[src/rtl/minmax_stream.sv]
// Streaming min/max tracker: accumulates FRAME_LEN unsigned samples and presents min, max and their indices.
// Result valid the cycle after the final accept; in_ready drops while the result waits for out_ready.
module minmax_stream #(
  parameter  int BIT_WIDTH = 16,
  parameter  int FRAME_LEN = 8,
  localparam int IDX_W     = $clog2(FRAME_LEN)
) (
  input  logic                 clk,
  input  logic                 rst_n,
  input  logic                 clear,
  input  logic [BIT_WIDTH-1:0] in_data,
  input  logic                 in_valid,
  output logic                 in_ready,
  output logic [BIT_WIDTH-1:0] out_min,
  output logic [BIT_WIDTH-1:0] out_max,
  output logic [IDX_W-1:0]     out_min_idx,
  output logic [IDX_W-1:0]     out_max_idx,
  output logic                 out_valid,
  input  logic                 out_ready
);

  typedef enum logic {ACCUM, DONE} state_t;

  localparam logic [IDX_W-1:0] LAST_IDX = IDX_W'(FRAME_LEN - 1);

  state_t               state, state_nxt;
  logic [IDX_W-1:0]     count;
  logic [BIT_WIDTH-1:0] min_r, max_r;
  logic [IDX_W-1:0]     min_idx_r, max_idx_r;
  logic                 accept;
  logic                 release_res;

  always_ff @(posedge clk or negedge rst_n) begin
    if (!rst_n) state <= ACCUM;
    else        state <= state_nxt;
  end

  always_comb begin
    state_nxt   = state;
    in_ready    = 1'b0;
    out_valid   = 1'b0;
    accept      = 1'b0;
    release_res = 1'b0;
    case (state)
      ACCUM: begin
        in_ready = 1'b1;
        accept   = in_valid && !clear;
        if (accept && count == LAST_IDX) state_nxt = DONE;
      end
      DONE: begin
        out_valid   = 1'b1;
        release_res = out_ready;
        if (out_ready) state_nxt = ACCUM;
      end
      default: state_nxt = ACCUM;
    endcase
    // clear overrides both the final accept and the result handshake
    if (clear) state_nxt = ACCUM;
  end

  always_ff @(posedge clk or negedge rst_n) begin
    if (!rst_n) begin
      count     <= '0;
      min_r     <= '0;
      max_r     <= '0;
      min_idx_r <= '0;
      max_idx_r <= '0;
    end else if (clear || release_res) begin
      count <= '0;
    end else if (accept) begin
      if (count == '0) begin
        min_r     <= in_data;
        max_r     <= in_data;
        min_idx_r <= '0;
        max_idx_r <= '0;
      end else begin
        // strict compares keep the earliest index on ties
        if (in_data < min_r) begin
          min_r     <= in_data;
          min_idx_r <= count;
        end
        if (in_data > max_r) begin
          max_r     <= in_data;
          max_idx_r <= count;
        end
      end
      if (count != LAST_IDX) count <= count + IDX_W'(1);
    end
  end

  assign out_min     = min_r;
  assign out_max     = max_r;
  assign out_min_idx = min_idx_r;
  assign out_max_idx = max_idx_r;

endmodule

[config.mk]
export PLATFORM = sky130hd
export DESIGN_NAME = minmax_stream
export DESIGN_NICKNAME = d
export VERILOG_FILES = /design/src/rtl/minmax_stream.sv
export SDC_FILE = /design/constraint.sdc
export NUM_CORES = 1
export LEC_CHECK = 0
export ABC_CLOCK_PERIOD_IN_PS = 3050
export CELL_PAD_IN_SITES_DETAIL_PLACEMENT = 0
export CELL_PAD_IN_SITES_GLOBAL_PLACEMENT = 2
export CORE_AREA = 4 4 68 133
export DETAILED_ROUTE_END_ITERATION = 7
export DIE_AREA = 0 0 72 137
export HOLD_SLACK_MARGIN = 0.08
export PLACE_DENSITY = 0.88
export SYNTH_ARGS = -nofsm -noshare
export SYNTH_HDL_FRONTEND = slang
export SYNTH_SLANG_ARGS = --single-unit
[constraint.sdc]
create_clock -name clk -period 3.05 [get_ports clk]
set_clock_uncertainty 0.15 [all_clocks]
set_input_delay 0.7625 -clock clk [delete_from_list [all_inputs] [get_ports clk]]
set_output_delay 0.7625 -clock clk [all_outputs]
set_load 0.01 [all_outputs]
=== Word-level counts from Yosys, hierarchy flattened ===
Index checks and enable logic that the tools add are counted.

* Logic and storage cells: 44
* Register bits after elaboration: 42

* Bitwise logic cells: 2
* Muxes and demuxes: 19
* Eq/ne operators: 2
* Add/sub/neg operators: 1
* Magnitude comparators: 2
* Reductions and logical operators: 12

{| class="wikitable"
|+ Operators with widths
! operator !! number
|-
| two-way mux 16 bit || 4
|-
| two-way mux 3 bit || 7
|-
| > comparator 16 bit || 1
|-
| less-than comparator 16 bit || 1
|-
| nonzero test 2 bit || 4
|-
| two-way mux 1 bit || 7
|-
| AND reduction 3 bit || 2
|-
| adder 3 x 1 -> 3 bit, second input constant || 1
|-
| == test 3 bit, second input constant || 1
|-
| logical NOT 3 bit || 1
|-
| inequality test 3 bit, second input constant || 1
|-
| logical AND 1 bit || 2
|-
| NOT 1 bit || 2
|-
| case mux 1 bit (2 select lines) || 1
|-
| AND reduction 2 bit || 1
|-
| logical NOT 1 bit || 1
|-
| logical OR 1 bit || 1
|}

=== Depth between registers and ports, before layout ===
* Depth in word-level cells: 6
* Mapped depth: 11
* Gate-level depth less buffers: 8

=== Worst setup path before layout ===
OpenSTA, ideal clock, no wires.

* Kind: input to register
* Start point: input in_data[13]
* End point: register min_r[10], in the netlist out_min[10]
* Required time: 2775 ps
* Data arrival time: 2787 ps
* Path buffers: 3
* Setup time: 125 ps
* Stages: 10
* Slack: -12 ps
* Cell sequence: ha_1 > a211oi_1 > nor2_1 > or3_1 > or4_1 > buf_2 > o21a_1 > buf_6 > buf_6 > mux2_4

* Cells in the longest elaborated chain, start to end: 3

{| class="wikitable"
|+ RTL lines
! element !! RTL line !! source
|-
| from (decl) || 11 || <nowiki>input logic [BIT_WIDTH-1:0] in_data,</nowiki>
|-
| less-than comparator 16 bit || 78 || <nowiki>if (in_data < min_r) begin</nowiki>
|-
| nonzero test 2 bit (no line) || -- ||
|-
| AND reduction 3 bit (no line) || -- ||
|-
| to (signal assigned) || 72 || <nowiki>min_r <= in_data;</nowiki>
|-
| to (signal assigned) || 79 || <nowiki>min_r <= in_data;</nowiki>
|-
| to (decl) || 28 || <nowiki>logic [BIT_WIDTH-1:0] min_r, max_r;</nowiki>
|}

No other way between the ends.
A chain may end at the register's enable or synchronous reset.

=== Worst setup path in the final report ===
* Start point: input in_data[3]
* End point: register min_r[3], in the netlist out_min[3]

* Cells in the longest elaborated chain, start to end: 3

{| class="wikitable"
|+ RTL lines
! element !! RTL line
|-
| less-than comparator 16 bit || 78
|-
| nonzero test 2 bit (no line) || --
|-
| AND reduction 3 bit (no line) || --
|}

Parallel ways exist; a longest one is shown, timed or not. The select of a mux whose other input is x is not followed.

==> impl_metrics.json <==
{
  "initial_utilization_pct": 31.71,
  "max_slew.worst_pin.slew_ps": 358.3,
  "regToRegSetupSlack_ps": 350,
  "syn_avg_cell_area_um2": 11.19,
  "ys_seq_elements": 42,
  "yosys.area_share.adder_pct": 16.89,
  "synth-simple-area-share_pct": 8.048,
  "seq_area_mm2": 0.001051,
  "cts_tree": "built",
  "overflow": 0,
  "synth_edf_count": 0,
  "place_ws_ps": -554.7,
  "setup_viol": 0,
  "cp_data_required_time_ps": 3070,
  "cp-start-kind": "input pin",
  "final_nets": 378,
  "syn_nets": 280,
  "fin_util_pct": 48.09,
  "clock_sinks": 42,
  "grt_pass1_vias": 2138,
  "clock.fmax_mhz": 336.3,
  "synth-async-reset-ratio_pct": 100.0,
  "cp_max_fo": 8,
  "ctsRootBufferMaster": "clkbuf_16",
  "cts_made_buffers": 5,
  "first_pass_iters": 6,
  "fillers": 761,
  "core-area_mm2": 0.007943,
  "synth_compound_area_share_pct": 8.793,
  "synthMuxAreaShare_pct": 17.44,
  "clk_path_buf_depth": 2,
  "routed_via_density": 4.745,
  "r2r-end": "out_min[3]$_DFFE_PN0P_",
  "total_power_mw": 2.967,
  "clk_latency_ps": 290,
  "finalCritPeriodShare_pct": 97.49,
  "worstSetupPathType": "input pin to flip-flop",
  "slew_headroom_pct": 76.11,
  "yosysWarnings": 0,
  "cts_hold_buf": 0,
  "grt_max_degree": 18,
  "hp-class": "input pin to asynchronous set/reset pin",
  "n_antenna_cell": 0,
  "multi_input_area_mm2": 0.001453,
  "clk_pin_slew_worst_paths_ps": 60,
  "synth.distinct_cells": 32,
  "antenna_found_initial": 0,
  "syn_to_final_growth_pct": 51.66,
  "dieArea_mm2": 0.009864,
  "die_h_um": 137,
  "setup_slack_ps": 76.41,
  "portBuffers": 60,
  "maxSlewViolCount": 0,
  "dp.cells": 409,
  "finalSetupTns_ps": 0,
  "drive_gt1_share_pct": 28.09,
  "synth_top_family_by_area": "multiplexers",
  "synth_xor_area_share_pct": 0,
  "place_congestion": 0.8199,
  "critPathArrivalTime_ps": 3000,
  "initialDrtViolationCount": 67,
  "ant_nets": 0,
  "grtUsageTotal_pct": 14.15,
  "reg2regPathDepth": 10,
  "synth_cells": 225,
  "wirelength_um": 6581,
  "rows": 46,
  "yosys_most_used_dff": "dfrtp_1",
  "h-tree-depth": 2,
  "status": "complete, no violations",
  "rr_startpoint": "out_min[13]$_DFFE_PN0P_",
  "fp.dieW_um": 72,
  "dp_hpwl_um": 5223,
  "hold_viol_final": 0,
  "yosysSeqAreaShare_pct": 41.73,
  "leakage_nw": 1.810,
  "syn_area_mm2": 0.002519,
  "wl_per_cell_um": 15.67,
  "powerDensity_mw_per_mm2": 776.8,
  "drv_cap": 0,
  "grt_pass1_wl_um": 10440,
  "io-pin-count": 61,
  "endpoint_kind": "flip-flop",
  "max-vdd-ir-drop_mv": 0.3396,
  "num_vias": 1993,
  "final_cells": 420,
  "min_period_ps": 2974,
  "drc": 0
}
-- layout make-up --
| class | instances | share of cell area [%] |
|---|---|---|
| Multi-Input combinational cell | 140 | 38.03 |
| Sequential cell | 42 | 27.51 |
| Timing Repair Buffer | 96 | 22.50 |
| Inverter | 38 | 3.734 |
| Clock buffer | 5 | 3.275 |
| Tap cell | 96 | 3.144 |
| Clock inverter | 3 | 1.802 |
-- worst max-delay path by stage --
stage,cells past startpoint,end,start,slack [ps]
after global placement,10,out_max[12]$_DFFE_PN0P_,in_data[13],-510
after detailed placement,10,out_max[12]$_DFFE_PN0P_,in_data[13],-550
after floorplan,10,out_min[10]$_DFFE_PN0P_,in_data[14],60
after CTS,10,out_max[12]$_DFFE_PN0P_,in_data[13],10
after global routing,10,out_max[4]$_DFFE_PN0P_,in_data[11],-20
final,8,out_min[3]$_DFFE_PN0P_,in_data[3],80
-- per-stage QoR --
stage	instance area [um2]	hold slack, ps
finish	3820	217.7
floorplan	2546	316.9
detailed placement	3463	334.5
global placement	3463	343.0
global route	3820	239.3
CTS	3767	218.3
-- cell usage after synthesis, types with 3 or more instances --
library cell | count | area share, %
a211oi_1 | 4 | 1.2
a21o_1 | 4 | 1.2
a21oi_1 | 8 | 1.6
dfrtp_1 | 42 | 42
ha_1 | 34 | 17
inv_1 | 38 | 5.7
mux2_1 | 11 | 4.9
mux2_2 | 12 | 5.4
mux2_4 | 10 | 6.0
mux2i_1 | 3 | 1.2
nand2_1 | 11 | 1.6
nand3_1 | 6 | 1.2
nand4_1 | 6 | 1.5
nor2_1 | 6 | 0.89
o211ai_1 | 5 | 1.5
o21ai_0 | 4 | 0.79
-- worst max-delay path: stages --
cell and delay, ps:
clkdlybuf4s50_1 450, ha_2 230, a2111oi_4 330, nor4_2 90, or4_1 500, o21a_1 160, buf_6 150, mux2_1 310
-- sequential cells by signal (all words and copies together), names as in the netlist --
signal,flops
state,1
count,3
out_max,16
out_min,16
out_min_idx,3
out_max_idx,3
-- timing repair --
item | in CTS | in global routing
setup buffers | 2 | 1
hold endpoints to repair | 0 | 0
cloned | 2 | 0
pin swaps | 11 | 5
gates resized for setup | 30 | 13
setup endpoints to repair | 35 | 20
-- logic make-up after synthesis --
logic type | count (synthesis)
compound gates | 31
fa+ha+maj | 34
buf+inv | 43
flops | 42
mux | 36
simple gates | 39
-- cell usage in the layout (no fill, tap or decap), types with 4 or more instances in the layout --
cell / n
mux2_4: 11
buf_4: 27
inv_1: 38
dfrtp_1: 42
o211ai_1: 5
nand2_1: 11
mux2_1: 10
a21oi_1: 8
o21ai_0: 4
clkbuf_16: 5
dlygate4sd2_1: 10
ha_1: 23
buf_6: 7
clkdlybuf4s50_1: 46
nor2_1: 6
ha_4: 10
nand4_1: 6
mux2_2: 12
a21o_1: 4
nand3_1: 6
-- layer usage --
| layer | vias to the layer above | part of all wire [%] | GRT usage, % |
|---|---|---|---|
| li1 | 978 | - | - |
| met1 | 967 | 36 | 14.31 |
| met2 | 40 | 58 | 27.05 |
| met3 | 8 | 3.3 | 2.426 |
| met4 | 0 | 2.5 | 6.799 |
| met5 | - | 0 | 0 |
-- where the power goes --
group | total (mW) | switching [mW] | internal, mW
clock network | 0.693 | 0.223 | 0.470
registers | 0.910 | 0.168 | 0.742
logic | 1.36 | 0.567 | 0.797
total | 2.97 | 0.958 | 2.01
Note: power is estimated with default switching activity, not from simulation.
